==> src/rtl/riscv_pkg.sv <==
// Shared ALU opcode constants, redirect FSM state type and default halt address.
// Latency: n/a (declarations only).
// Backpressure: n/a.
package riscv_pkg;

    // ALU operation codes the redirect logic cares about
    localparam logic [3:0] ALU_BNE  = 4'b1010;
    localparam logic [3:0] ALU_BLT  = 4'b1011;
    localparam logic [3:0] ALU_BGE  = 4'b1100;
    localparam logic [3:0] ALU_BEQ  = 4'b1101;
    localparam logic [3:0] ALU_JAL  = 4'b1110;
    localparam logic [3:0] ALU_JALR = 4'b1111;

    // A control transfer to this address stops the core
    localparam logic [8:0] HALT_PC_DEFAULT = 9'h1FC;

    typedef enum logic [1:0] {
        IDLE     = 2'd0,
        REDIRECT = 2'd1,
        HALTED   = 2'd2
    } redir_state_e;

endpackage

==> src/rtl/redirect_target_calc.sv <==
// Decides whether the EX instruction transfers control, where to, and whether that target halts the core.
// Latency: purely combinational.
// Backpressure: stall suppresses take; no internal state.
module redirect_target_calc
    import riscv_pkg::*;
#(
    parameter int              DATA_WIDTH    = 32,
    parameter int              OPCODE_LENGTH = 4,
    parameter int              PC_W          = 9,
    parameter logic [PC_W-1:0] HALT_PC       = HALT_PC_DEFAULT[PC_W-1:0]
) (
    input  logic                     ex_valid,
    input  logic                     stall,
    input  logic                     branch,
    input  logic                     jal,
    input  logic                     jalr,
    input  logic [OPCODE_LENGTH-1:0] operation,
    input  logic [DATA_WIDTH-1:0]    alu_result,
    input  logic [DATA_WIDTH-1:0]    jalr_src,
    input  logic [DATA_WIDTH-1:0]    imm,
    input  logic [PC_W-1:0]          curr_pc,
    output logic                     take,
    output logic [PC_W-1:0]          target,
    output logic                     halt_req
);

    logic cmp_op;
    logic unused_bits;

    // Only the compare bit of the ALU result and the low PC bits of the addends matter
    assign unused_bits = ^{alu_result[DATA_WIDTH-1:1], jalr_src[DATA_WIDTH-1:PC_W],
                           jalr_src[0], imm[DATA_WIDTH-1:PC_W]};

    // Decode branch type, resolve target (jalr wins over jal/branch) and flag halting targets
    always_comb begin
        cmp_op   = (operation == OPCODE_LENGTH'(ALU_BNE)) ||
                   (operation == OPCODE_LENGTH'(ALU_BLT)) ||
                   (operation == OPCODE_LENGTH'(ALU_BGE)) ||
                   (operation == OPCODE_LENGTH'(ALU_BEQ));
        take     = ex_valid & ~stall & (jal | jalr | (branch & cmp_op & alu_result[0]));
        target   = '0;
        if (jalr) begin
            target = {jalr_src[PC_W-1:1], 1'b0};
        end else begin
            // PC-relative; overflow past the top of the PC space wraps silently
            target = curr_pc + imm[PC_W-1:0];
        end
        // jalr targets already have bit 0 cleared, so this reduces to a bit-1 check for them
        halt_req = take & ((target == HALT_PC) | (target[1:0] != 2'b00));
    end

endmodule

==> src/rtl/branch_redirect_unit.sv <==
// Turns EX-stage branch/jump resolution into a registered PC redirect plus IF/ID and ID/EX flushes, and halts on bad targets.
// Latency: redirect appears 1 cycle after the taken instruction is seen in EX.
// Backpressure: stall freezes state, outputs and counter (a pending redirect pulse is stretched).
module branch_redirect_unit
    import riscv_pkg::*;
#(
    parameter int              DATA_WIDTH    = 32,
    parameter int              OPCODE_LENGTH = 4,
    parameter int              PC_W          = 9,
    parameter logic [PC_W-1:0] HALT_PC       = HALT_PC_DEFAULT[PC_W-1:0],
    parameter int              CNT_W         = 16
) (
    input  logic                     clk,
    input  logic                     reset_n,
    input  logic                     stall,
    input  logic                     ex_valid,
    input  logic                     branch,
    input  logic                     jal,
    input  logic                     jalr,
    input  logic [OPCODE_LENGTH-1:0] operation,
    input  logic [DATA_WIDTH-1:0]    alu_result,
    input  logic [DATA_WIDTH-1:0]    jalr_src,
    input  logic [DATA_WIDTH-1:0]    imm,
    input  logic [PC_W-1:0]          curr_pc,
    output logic                     pc_sel,
    output logic [PC_W-1:0]          pc_target,
    output logic                     flush_if_id,
    output logic                     flush_id_ex,
    output logic                     halt,
    output logic [CNT_W-1:0]         redirect_count
);

    redir_state_e     state_q, state_d;
    logic [PC_W-1:0]  target_q, target_d;
    logic [CNT_W-1:0] count_q, count_d;
    logic             pc_sel_q, flush_q, halt_q;

    logic             take;
    logic [PC_W-1:0]  calc_target;
    logic             halt_req;

    redirect_target_calc #(
        .DATA_WIDTH    (DATA_WIDTH),
        .OPCODE_LENGTH (OPCODE_LENGTH),
        .PC_W          (PC_W),
        .HALT_PC       (HALT_PC)
    ) u_target_calc (
        .ex_valid   (ex_valid),
        .stall      (stall),
        .branch     (branch),
        .jal        (jal),
        .jalr       (jalr),
        .operation  (operation),
        .alu_result (alu_result),
        .jalr_src   (jalr_src),
        .imm        (imm),
        .curr_pc    (curr_pc),
        .take       (take),
        .target     (calc_target),
        .halt_req   (halt_req)
    );

    // Next-state logic: EX inputs only matter in IDLE; REDIRECT lasts one unstalled cycle; HALTED is terminal
    always_comb begin
        state_d  = state_q;
        target_d = target_q;
        count_d  = count_q;
        case (state_q)
            IDLE: begin
                if (take) begin
                    if (halt_req) begin
                        state_d = HALTED;
                    end else begin
                        state_d  = REDIRECT;
                        target_d = calc_target;
                        if (count_q != {CNT_W{1'b1}}) begin
                            count_d = count_q + CNT_W'(1);
                        end
                    end
                end
            end
            REDIRECT: begin
                // Whatever sits in EX now is wrong-path, so it is never looked at here
                if (!stall) begin
                    state_d = IDLE;
                end
            end
            HALTED: begin
                state_d = HALTED;
            end
            default: begin
                state_d = IDLE;
            end
        endcase
    end

    // State, target, counter and output registers; outputs are decoded from the next state so they leave flops
    always_ff @(posedge clk or negedge reset_n) begin
        if (!reset_n) begin
            state_q  <= IDLE;
            target_q <= '0;
            count_q  <= '0;
            pc_sel_q <= 1'b0;
            flush_q  <= 1'b0;
            halt_q   <= 1'b0;
        end else begin
            state_q  <= state_d;
            target_q <= target_d;
            count_q  <= count_d;
            pc_sel_q <= (state_d == REDIRECT);
            flush_q  <= (state_d != IDLE);
            halt_q   <= (state_d == HALTED);
        end
    end

    assign pc_sel         = pc_sel_q;
    assign pc_target      = target_q;
    assign flush_if_id    = flush_q;
    assign flush_id_ex    = flush_q;
    assign halt           = halt_q;
    assign redirect_count = count_q;

endmodule

==> config.mk <==
export PLATFORM = sky130hd
export DESIGN_NAME = branch_redirect_unit
export DESIGN_NICKNAME = d
export VERILOG_FILES = /design/src/rtl/riscv_pkg.sv /design/src/rtl/redirect_target_calc.sv /design/src/rtl/branch_redirect_unit.sv
export SDC_FILE = /design/constraint.sdc
export NUM_CORES = 1
export LEC_CHECK = 0
export CAP_MARGIN = 30
export CORE_AREA = 2 2 62 94
export CTS_BUF_LIST = sky130_fd_sc_hd__clkbuf_4 sky130_fd_sc_hd__clkbuf_8 sky130_fd_sc_hd__clkbuf_16
export DETAILED_ROUTE_END_ITERATION = 16
export DIE_AREA = 0 0 64 96
export PLACE_DENSITY = 0.82
export SLEW_MARGIN = 10
export SYNTH_ARGS = -nofsm -noshare
export SYNTH_HDL_FRONTEND = slang
export SYNTH_HIERARCHICAL = 1
export SYNTH_SLANG_ARGS = --single-unit
==> constraint.sdc <==
create_clock -name clk -period 2.7 [get_ports clk]
set_input_delay 0.405 -clock clk [delete_from_list [all_inputs] [get_ports clk]]
set_output_delay 0.405 -clock clk [all_outputs]
set_load 0.005 [all_outputs]
==> reports/results.env <==
STATUS='finished with violations'
VIOLATIONS='setup timing'
DP_SLACK_NS=-1.05
NETS=398
FLOORPLAN.ROWS=33
VIAS=1763
ROUTABILITYCONGESTION=0.850
CRIT_REQUIRED_NS=2.86
FMAXACHIEVABLE_MHz=325
CHIPWIDTH_MICRONS=64
YOSYSSEQAREASHARE_PCT=40.1
YS_ASYNC_SR_FRACTION_PCT=100
FIN_WORST_SKEW_NS=0.00634
GRT_UTIL_OVERALL_PCT=18.3
PLACEMENT.IO_BUFFERS=65
SYNTHTOLAYOUTAREAGROWTH_PCT=72.3
HOLD-WORST-SLACK_NS=0.494
TOTAL_POWER_mW=1.71
WORST-PATH-STAGES=13
MAX_CAP_VIOL_COUNT=0
CTS_INSERTED_BUFFERS=5
CRIT_PATH_CELL_TRACE='buf_8, ha_4, a211oi_4, o21ai_2, o31ai_4, xnor2_1, mux2_4, a41o_1, or4b_4, buf_6, buf_6, nor2_4, mux2_4'
WIRELENGTH_MICRONS=5210
CRITICAL-PATH-MAX-STAGE-DELAY_NS=0.54
CLK-INSERTION-DELAY-LATE_NS=0.28
SEQCELLAREA_SQ_UM=751
FINAL_ANTENNA_VIOLATING_NET_COUNT=0
DRIVE_ABOVE_1_SHARE_PCT=37.4
CP_MAX_FO=4
FINAL.SETUP.WORST_SLACK_NS=-0.377
SYNTH_ENABLE_FLOP_CELLS=0
DP_HPWL_MICRONS=3780
PLACEABLE_CORE_AREA_SQ_UM=5330
SYNTH_AREA_SQ_UM=1870
DRC=0
CELLPOWERDENSITY_nW_PER_UM2=530
HOLDCRITPATHCLASS='reg -> reg'
SYNTHDISTINCTLIBCELLS=49
WORST_R2R_PATH_DEPTH=6
GLOBAL_ROUTE.OVERFLOW_TOTAL=0
FIRST_GLOBAL_VIAS=1905
DETAILEDROUTE.FIRSTPASSITERATIONCOUNT=4
YOSYS_REGISTER_BITS=30
TIMING.FINAL.HOLD_VIOLATIONS=0
PATH_BUF_INV=3
MIN_DELAY_PATH_DEPTH=1
TIMING.FINAL.CRIT_PERIOD_NS=3.08
RELSLEWSLACK_PCT=67.7
CTS_SINKS=30
CLOCK_TREE.BUFFER_DEPTH=2
GRT_MAX_DEGREE=31
PIN_COUNT=145
MAXSLEWVIOLCOUNT=0
LAYOUT.FILLER_CELLS=414
ANTENNA_CELL_COUNT=0
FIN_CRIT_SH_PCT=114
LAYOUT.CELLS.NON_FILLER=343
CLOCK_TREE.HTREE_LEVEL_COUNT=2
TIMING_WORST_SETUP_PATH_TYPE='in -> reg'
DETAILED_PLACE.AREA_SQ_UM=2880
CTS_TREE='done'
WIRE_PER_INST_MICRONS=15.2
YOSYS_MOST_USED_DFF='dfrtp_1'
NETLIST_INSTANCES=169
SLOWEST_CELL_ON_THE_CRITICAL_PATH='or4b_4'
LEAKAGE_nW=1.37
FLOORPLAN.INITIALDENSITY_PCT=35.1
NUMBER_OF_BUFFERS_INSERTED_FOR_HOLD_REPAIR_AFTER_CLOCK_TREE_SYNTHESIS=0
GRT_SETUP_UNREPAIRED='yes'
SYN_AVG_CELL_AREA_SQ_UM=11.1
POWER.IR.VDD_WORST_uV=288
WORST_EP_ARRIVAL_TIME_NS=3.24
ANTENNA_FOUND_INITIAL=0
PATH_CLK_SLEW_NS=0.06
MULTIINPUTGATEAREA_SQ_UM=1280
CP-START-KIND='input pin'
DP.CELLS=325
DETAIL_ROUTE.VIAS_PER_CELL=5.14
POST-ROUTE-CELL-AREA_SQ_UM=3220
GRT_FIRST_PASS_WIRELENGTH_MICRONS=8710
FINALCOREUTILIZATION_PCT=60.5
CTS-ROOT-BUF='clkbuf_8'
TIMING.CRITICAL_PATH.TO_TYPE='register'
FIN_TNS_SETUP_NS=-7.52
TIMING.CRITICAL_PATH.MAX_DELAY_FAMILY='compound AO/OA/AOI/OAI gates'
SYNTH_WARNINGS=6
SYNTH_FP_NETS=295
TIMING_WORST_SLEW_PIN_VALUE_NS=0.482
REPORT.FINAL.SETUP_VIOL=28
FP.DIEAREA_SQ_UM=6140
DIE_H_MICRONS=96
DETAILEDROUTE.FIRSTITERATIONVIOLATIONS=29
[synth_stat cells, types with 2 or more instances]
| cell | number | area, sq um |
|---|---|---|
| and4_1 | 4 | 35.0 |
| a21oi_1 | 6 | 30.0 |
| buf_2 | 2 | 10.0 |
| xnor2_1 | 6 | 52.6 |
| o21ai_2 | 2 | 17.5 |
| and3_1 | 3 | 18.8 |
| inv_1 | 6 | 22.5 |
| nor3_1 | 3 | 15.0 |
| ha_1 | 9 | 113 |
| nor2b_1 | 2 | 12.5 |
| nand2b_1 | 3 | 18.8 |
| mux2_2 | 10 | 113 |
| xor2_1 | 16 | 140 |
| nand4_1 | 6 | 37.5 |
| dfrtp_1 | 30 | 751 |
| o21ai_1 | 4 | 20.0 |
| nand2_1 | 9 | 33.8 |
| nor3b_1 | 3 | 22.5 |
| o21ai_0 | 4 | 20.0 |
| nor2_1 | 6 | 22.5 |
| nor4_2 | 3 | 37.5 |
| nand3_1 | 5 | 25.0 |
[per-layer routing]
metal  vias up  GRT usage (%)  part of all wire [%]
met4         0           9.24                   3.7
li1        820              -                     -
met5         -              0                     0
met2        77           34.2                    55
met3        14           5.26                   7.5
met1       852           18.1                    34
[final timing paths]
path / start / endpoint / slack [ns]
max: curr_pc[1] / redirect_count[1] / -0.38
min: state_q[0] / halt / 0.49
max reg2reg: redirect_count[0] / redirect_count[1] / 0.62
min reg2reg: state_q[0] / halt / 0.49
max in group asynchronous: reset_n / redirect_count[9] / 1.91
min in group asynchronous: reset_n / redirect_count[3] / 0.51
[worst register-to-register path: stages (launching register included)]
cell and delay [ns]:
dfrtp_1 0.40, ha_1 0.21, nand4_1 0.30, nor4_2 0.38, buf_4 0.33, nor2_4 0.06
mux2_4 0.29
[what timing repair did]
action	4_1_cts	5_1_grt
gates cloned	0	0
pin swaps	34	10
resized for setup	65	11
endpoints found under the setup margin	28	28
buffers inserted	10	0
[where the power goes]
part	total (mW)	switching [mW]	leakage, nW	internal (mW)
logic	0.685	0.240	0.937	0.445
registers	0.651	0.0948	0.386	0.557
clock network	0.371	0.156	0.0517	0.215
total	1.71	0.491	1.37	1.22
[layout by cell type (no fill, tap or decap), drive strengths merged, types with 2 or more instances in the layout]
master / instances
xnor2: 6
clkdlybuf4s50: 51
nor2b: 3
nor4: 4
nor3b: 3
and4: 4
dfrtp: 30
nand2: 9
mux2: 11
xor2: 16
and3: 3
nor4b: 2
dlygate4sd2: 4
nand2b: 3
clkbuf: 8
nor2: 6
a21oi: 6
o31ai: 3
nand3: 5
nor3: 3
buf: 44
o21ai: 10
inv: 6
nand4: 6
clkdlybuf4s15: 3
ha: 9
[kinds of logic (layout without fill, tap and decap cells)]
family	count (synthesis)	after routing	synth area share, %
adder cells (fa/ha/maj)	10	10	7.09
XOR/XNOR	22	22	10.3
AND/OR/NAND/NOR	53	53	18.3
AO/OA/AOI/OAI	29	29	12.6
multiplexers	12	12	7.35
buffers and inverters	13	117	4.21
flip-flops	30	30	40.1
[state kept, by name, summed over array words and instances, names as in the netlist]
name            flops
pc_sel              1
state_q             2
redirect_count     16
pc_target           9
halt                1
flush_id_ex         1
[final cells by class]
cell class / count / share of cell area [%]
well taps: 70 / 2.72
multi-input cells: 126 / 39.8
flip-flops and latches: 30 / 23.3
repair buffers: 103 / 30.6
clock buffers: 7 / 2.79
clock inverters: 1 / 0.155
inverters: 6 / 0.698
Note: power is estimated with default switching activity, not from simulation.
